`config.mk`:
```
export PLATFORM = sky130hd
export DESIGN_NAME = aximm_patchkr
export DESIGN_NICKNAME = d
export VERILOG_FILES = /design/src/rtl/aximm_patchkr.sv
export SDC_FILE = /design/constraint.sdc
export NUM_CORES = 1
export LEC_CHECK = 0
export CAP_MARGIN = 20
export CORE_ASPECT_RATIO = 2
export CORE_MARGIN = 5
export CORE_UTILIZATION = 35
export CTS_BUF_LIST = sky130_fd_sc_hd__clkbuf_2
export DETAILED_ROUTE_END_ITERATION = 16
export DONT_BUFFER_PORTS = 1
export PLACE_DENSITY = 0.59
export SYNTH_ARGS = -nofsm -noshare
export SYNTH_HDL_FRONTEND = slang
export SYNTH_SLANG_ARGS = --single-unit
```
`constraint.sdc`:
```
create_clock -name clk -period 7.3 [get_ports clk]
set_input_delay 0.73 -clock clk [delete_from_list [all_inputs] [get_ports clk]]
set_output_delay 0.73 -clock clk [all_outputs]
set_load 0.01 [all_outputs]
```
`src/rtl/aximm_patchkr.sv`:
```
// rtl/aximm_patchkr.sv - receive-side pattern checker with expected-data FIFO
module aximm_patchkr #(
  parameter int AXI_CHNL_NUM = 1,
  parameter int FIFO_DEPTH   = 16,
  parameter int CNT_W        = 16,
  localparam int DATA_W      = AXI_CHNL_NUM * 64
) (
  input  logic              clk,
  input  logic              rst_n,
  input  logic              chk_en,
  input  logic              cntuspatt_en,
  input  logic [7:0]        chk_cnt,
  input  logic              exp_wr,
  input  logic [DATA_W-1:0] exp_din,
  output logic              chkr_fifo_full,
  input  logic              axist_valid,
  output logic              axist_rdy,
  input  logic [DATA_W-1:0] axist_din,
  output logic              chk_busy,
  output logic              chk_done,
  output logic              chk_pass,
  output logic [CNT_W-1:0]  rx_cnt,
  output logic [CNT_W-1:0]  err_cnt,
  output logic [CNT_W-1:0]  first_err_idx,
  output logic              exp_ovf
);

  localparam int AW = $clog2(FIFO_DEPTH);
  localparam logic [AW:0] FULL_CNT = (AW+1)'(FIFO_DEPTH);
  localparam logic [CNT_W-1:0] CNT_MAX = '1;

  typedef enum logic [1:0] {S_IDLE, S_CHECK, S_DRAIN, S_DONE} state_t;

  state_t            state;
  logic [DATA_W-1:0] mem [FIFO_DEPTH];
  logic [AW-1:0]     wr_ptr;
  logic [AW-1:0]     rd_ptr;
  logic [AW:0]       fifo_cnt;
  logic              fifo_empty;
  logic              push;
  logic              hs;
  logic              last_acc;
  logic [CNT_W-1:0]  acc_cnt;
  logic [CNT_W-1:0]  chk_cnt_ext;
  logic              cmp_vld;
  logic              mis;

  assign chk_cnt_ext    = CNT_W'(chk_cnt);
  assign fifo_empty     = (fifo_cnt == '0);
  assign chkr_fifo_full = (fifo_cnt == FULL_CNT);
  assign push           = exp_wr & ~chkr_fifo_full;
  // A zero chk_cnt in counted mode makes last_acc true from the first CHECK cycle.
  assign last_acc       = ~cntuspatt_en & (acc_cnt == chk_cnt_ext);
  assign axist_rdy      = (state == S_CHECK) & ~fifo_empty & ~last_acc;
  assign hs             = axist_valid & axist_rdy;
  assign chk_busy       = (state == S_CHECK) | (state == S_DRAIN);
  assign chk_done       = (state == S_DONE);

  // Expected-word storage; contents need no reset because occupancy is tracked separately.
  always_ff @(posedge clk) begin
    if (push) begin
      mem[wr_ptr] <= exp_din;
    end
  end

  // FIFO pointers and occupancy; pushes are accepted in every state, pops only on handshake.
  always_ff @(posedge clk) begin
    if (!rst_n) begin
      wr_ptr   <= '0;
      rd_ptr   <= '0;
      fifo_cnt <= '0;
    end else begin
      if (push) wr_ptr <= wr_ptr + 1'b1;
      if (hs)   rd_ptr <= rd_ptr + 1'b1;
      case ({push, hs})
        2'b10:   fifo_cnt <= fifo_cnt + 1'b1;
        2'b01:   fifo_cnt <= fifo_cnt - 1'b1;
        default: fifo_cnt <= fifo_cnt;
      endcase
    end
  end

  // One-cycle compare stage: capture the mismatch flag against the head being popped.
  always_ff @(posedge clk) begin
    if (!rst_n) begin
      cmp_vld <= 1'b0;
      mis     <= 1'b0;
    end else begin
      cmp_vld <= hs;
      if (hs) mis <= (axist_din != mem[rd_ptr]);
    end
  end

  // Run control plus statistics; counters trail the handshake by the compare stage.
  always_ff @(posedge clk) begin
    if (!rst_n) begin
      state         <= S_IDLE;
      acc_cnt       <= '0;
      rx_cnt        <= '0;
      err_cnt       <= '0;
      first_err_idx <= '1;
      exp_ovf       <= 1'b0;
      chk_pass      <= 1'b0;
    end else begin
      if (hs && acc_cnt != CNT_MAX) acc_cnt <= acc_cnt + 1'b1;
      if (cmp_vld) begin
        if (rx_cnt != CNT_MAX) rx_cnt <= rx_cnt + 1'b1;
        if (mis) begin
          if (err_cnt != CNT_MAX) err_cnt <= err_cnt + 1'b1;
          if (err_cnt == '0) first_err_idx <= rx_cnt;
        end
      end
      if (exp_wr && chkr_fifo_full) exp_ovf <= 1'b1;

      case (state)
        S_IDLE: begin
          if (chk_en) begin
            state         <= S_CHECK;
            acc_cnt       <= '0;
            rx_cnt        <= '0;
            err_cnt       <= '0;
            first_err_idx <= '1;
            // An overflow coinciding with arming still belongs to the new run.
            exp_ovf       <= exp_wr & chkr_fifo_full;
            chk_pass      <= 1'b0;
          end
        end
        S_CHECK: begin
          if (last_acc || !chk_en) state <= S_DRAIN;
        end
        S_DRAIN: begin
          if (!cmp_vld) begin
            state    <= S_DONE;
            chk_pass <= (err_cnt == '0) & ~exp_ovf &
                        (cntuspatt_en | (rx_cnt == chk_cnt_ext));
          end
        end
        S_DONE: begin
          if (!chk_en) state <= S_IDLE;
        end
        default: state <= S_IDLE;
      endcase
    end
  end

endmodule

```
After elaboration in Yosys (flattened, before gate mapping)
Memories as Yosys holds them, arrays and structs flattened. A register that Yosys moved wholly into a read port is not among the register bits.
Cells that the tools add are included.
- flip-flop bits (word level): 83
- memory bits (writable): 1024
- input bits: 142
- output and inout bits: 54
- logic and storage cells: 95
- memories: 1
- add/subtract/negate cells: 7
- equality and inequality tests: 16
- multiplexer cells: 33
- bitwise operators: 15
- reductions and logical operators: 11
- memory list (memory ; depth ; bits a word ; rd ports ; clocked after memory_dff ; wr ports ; line ; text):
    mem ; 16 ; 64 ; 1 ; 1 ; 1 ; 35 ; logic [DATA_W-1:0] mem [FIFO_DEPTH];
- operators with widths (kind ; number):
    2-to-1 mux 16 bit ; 17
    != test 64 bit ; 1
    adder 16 x 1 -> 16 bit, second input constant ; 3
    != test 16 bit, second input constant ; 3
    equality test 16 x 8 -> 1 bit ; 2
    logical NOT 16 bit ; 1
    case mux 5 bit (2 select lines) ; 1
    adder 4 x 1 -> 4 bit, second input constant ; 2
    AND 1 bit ; 8
    2-to-1 mux 2 bit ; 4
    2-to-1 mux 4 bit ; 2
    case mux 2 bit (4 select lines) ; 1
    2-to-1 mux 1 bit ; 7
    equality test 2 bit, second input constant ; 3
    != test 2 bit, second input constant ; 3
    adder 5 x 1 -> 5 bit, second input constant ; 1
    equality test 5 bit, second input constant ; 1
    logical NOT 5 bit ; 1
    NOT 1 bit ; 5
    subtractor 5 x 1 -> 5 bit, second input constant ; 1
    equality test 2 x 1 -> 1 bit, second input constant ; 2
    AND reduction 4 bit ; 1
    nonzero test 2 bit ; 2
    AND reduction 3 bit ; 1
    7 further kinds ; 9

Longest topological paths before layout
- depth after elaboration: 9
- depth in mapped cells: 16
- depth with buffers taken out: 13

Worst setup path after synthesis
Ideal clock, no wire load.
- kind: input to register
- start: input exp_wr
- end: memory mem[3][0] (netlist bit), enable pin
- library setup time: 0.564 ns
- arrival: 5.685 ns
- data required time: 6.736 ns
- path slack: 1.050 ns
- cell stages on the path: 4
- buffers on the path: 1
- cells stage by stage: and2_1 -> clkbuf_1 -> nand2_1 -> nor3_1
- cells in the longest elaborated chain, start to end: 3
- RTL lines (element ; line ; text):
    start: declaration ; 13 ; input logic exp_wr,
    AND 1 bit ; 51 ; assign push = exp_wr & ~chkr_fifo_full;
    2-to-1 mux 1 bit ; 61 ; if (push) begin
    2-to-1 mux 1 bit (implied by the code) ; 62 ; mem[wr_ptr] <= exp_din;
    end: declaration ; 35 ;
No other way between the ends.

==> reports/metrics.cfg <==
[clock_network]
cts_max_level = 4
clk_latency_ps = 1570
cts_root_buf = clkbuf_2
cts_tree = yes
numCtsBuffers = 225
clockBufferDepth = 3
cts_setup_buffers = 0
clock_sinks = 1111
clkTransAtPathRegs_ps = 140

[drt]
drtIter0Drc = 1894
dr.pass1.iters = 9
detailroute.wirelength.met2_um = 66000
num_vias = 23417
routed_wl_um = 124000
top_layer = met5
avgViaCountPerCell = 5.30
wl_per_cell_um = 28.0
drc = 0
wirelength_met1_um = 43100
ant_nets = 0
wl_met3_um = 9940

[setup_path]
end_kind = flop
critPathArrivalTime_ps = 7200
r2r_cells = 13
endpoint = mis
crit_type = flop to flop
startpoint_type = flop
path_max_fanout = 33
rrSetupSlack_ps = 1510
reg2reg_to = mis
worstPathRequired_ps = 8720

[yosys]
synth_edf_count = 1024
syn_area_um2 = 44400
synth_cell_types = 75
syn_avg_cell_area_um2 = 19.7
ys_seq_area_share_pct = 73.2
synth_cells = 2253
synth_nets = 2411
synthArstFlopShare_pct = 0
yosysWarnings = 0
synth_ff_type = edfxtp_1
synth-seq-cells = 1111

[pwr]
p_per_area_nw_per_um2 = 240
p_int_uw = 8870
p_comb_share_pct = 9.3
clkPwrFrac_pct = 31.4
leakagePower_uw = 0.0156
total_power_uw = 11900
p_sw_share_pct = 25.7
vdd_drop_max_uv = 112
pwr-share-seq_pct = 59.3
p_sw_uw = 3070

[cells_and_area]
syn_to_final_growth_pct = 12.2
final_cell_mix = edfxtp_1, clkbuf_2, mux4_2
final_layout_size_suffix_gt1_share_pct = 25.1
nets = 2715
design_area_um2 = 49800
final_common_cell = edfxtp_1

[timing]
finalCritPeriodShare_pct = 79.3
worst_slack_ps = 1510
tightest_slew_ps = 1110
setup_tns_ps = 0
slew-limit-headroom_pct = 24.6
fmax_mhz = 173
rsz0062_at_grt = no
finalHoldViolCount = 0
drv_slew = 0
post-route-min-period_ps = 5790
skew_ps = 114
setup_viol = 0

[hold_path]
min_path_cells = 1
hp-class = input port to flop

[global_route]
antenna_found_initial = 20
grt-ovfl-total = 0
grt_max_degree = 84
first_global_vias = 25260
grt.total_usage_pct = 18.2
grt_pass1_wl_um = 176000

[floorplanning]
io_pins = 196
die_h_um = 514
initial_core_util_pct = 35.2
core_area_um2 = 126000
dieArea_um2 = 134000
row_count = 184
die_w_um = 262

[placement]
placed_area_um2 = 46400
port-buffer-count = 0
gp_congestion = 0.844
post-place-ws_ps = 2890
hpwl_um = 74300

[status]
status = complete, no violations

[job]
cap_violations = 0

## sequential cells by signal (all words and copies together) (netlist names), named ones only
signal and flops:
mem 1024, acc_cnt 16, err_cnt 16, first_err_idx 16, rx_cnt 16, fifo_cnt 5, rd_ptr 4, wr_ptr 4
state 2, chk_pass 1, cmp_vld 1, exp_ovf 1, mis 1
## cells in the mapped netlist (all sizes together) (10+ instances only)
cell type	number	area [um2]
o21ai	26	130
clkbuf	29	109
a22o	15	131
nand2	71	267
mux4	246	5540
nor4	18	113
nand4	24	150
nor3	16	85.1
dfxtp	87	1740
and2	25	156
mux2	12	135
buf	75	594
xor2	59	517
nand2b	10	62.6
mux2i	123	1230
a221oi	20	213
o22ai	12	75.1
a22oi	17	128
xnor2	56	490
nand3	26	130
nor2	74	278
and3	12	75.1
a21oi	27	135
inv	23	86.3
nor2b	20	125
ha	16	200
edfxtp	1024	30700
## final cells by class
| cell class | count | area [um2] |
|---|---|---|
| Inverter | 23 | 86.3 |
| Fill cell | 11429 | 76100 |
| Clock buffer | 299 | 1500 |
| Clock inverter | 98 | 616 |
| Multi-Input combinational cell | 1015 | 11200 |
| Tap cell | 1674 | 2090 |
| Antenna cell | 15 | 37.5 |
| Timing Repair Buffer | 181 | 1740 |
| Sequential cell | 1111 | 32500 |
## routing by layer
metal  up-vias  global-route usage, %
li1       9975                      -
met1     12295                   19.9
met2       905                   32.8
met3       232                   5.43
met4        10                   7.28
met5         -                      0
## through the flow
stage | utilization, % | hold slack, ps | cells
after global routing | 39.5 | 46.3 | 4406
after global placement | 36.8 | 485 | 3874
after CTS | 39.5 | 1.78 | 4401
after detailed placement | 36.8 | 499 | 3875
after floorplan | - | 471 | 2253
final | 39.5 | 186 | 4416
## worst max-delay path: stages (launching register included)
cell,delay [ps]
dfxtp_4,810
inv_2,450
buf_4,400
a221oi_1,370
o21ai_1,240
a21oi_1,200
nor2_1,60
dlygate4sd3_1,550
or4_1,500
dlygate4sd3_1,570
nor4_1,290
dlygate4sd3_1,590
a21oi_1,60
dlygate4sd3_1,560
## repair_timing
action	4_1_cts	5_1_grt
endpoints found under the hold margin	1112	0
gates resized for setup	0	0
hold buffers	129	0
## power groups by stage
stage	registers [uW]	logic, uW	clock network, uW
after floorplan	7220	727	0
after global placement	7220	967	0
after detailed placement	7230	979	0
after CTS	7090	1130	3900
after global routing	7100	1190	4180
final	7090	1110	3750
## how the worst min path moves through the flow
stage / startpoint / end / slack, ps
after floorplan: acc_cnt[15] / acc_cnt[15] / 470
after global placement: acc_cnt[15] / acc_cnt[15] / 480
after detailed placement: acc_cnt[14] / acc_cnt[14] / 500
after CTS: axist_din[48] / mis / 2
after global routing: exp_din[48] / mem[15][48] / 50
final: exp_din[48] / mem[15][48] / 190
## cell families (layout without fill, tap and decap cells)
family                     count (synthesis)  count (layout)  synth area share [%]
AOI/OAI and AO/OA                        178             178                  2.99
xor gates and xnor gates                 115             115                  2.27
adders and majority gates                 16              16                 0.451
buffers and inverters                    127             601                  1.78
DFF                                     1111            1111                  73.2
muxes                                    381             381                  15.6
other                                      0              15                     0
and+or+nand+nor                          325             325                  3.73
(Power assumes the default switching activity.)
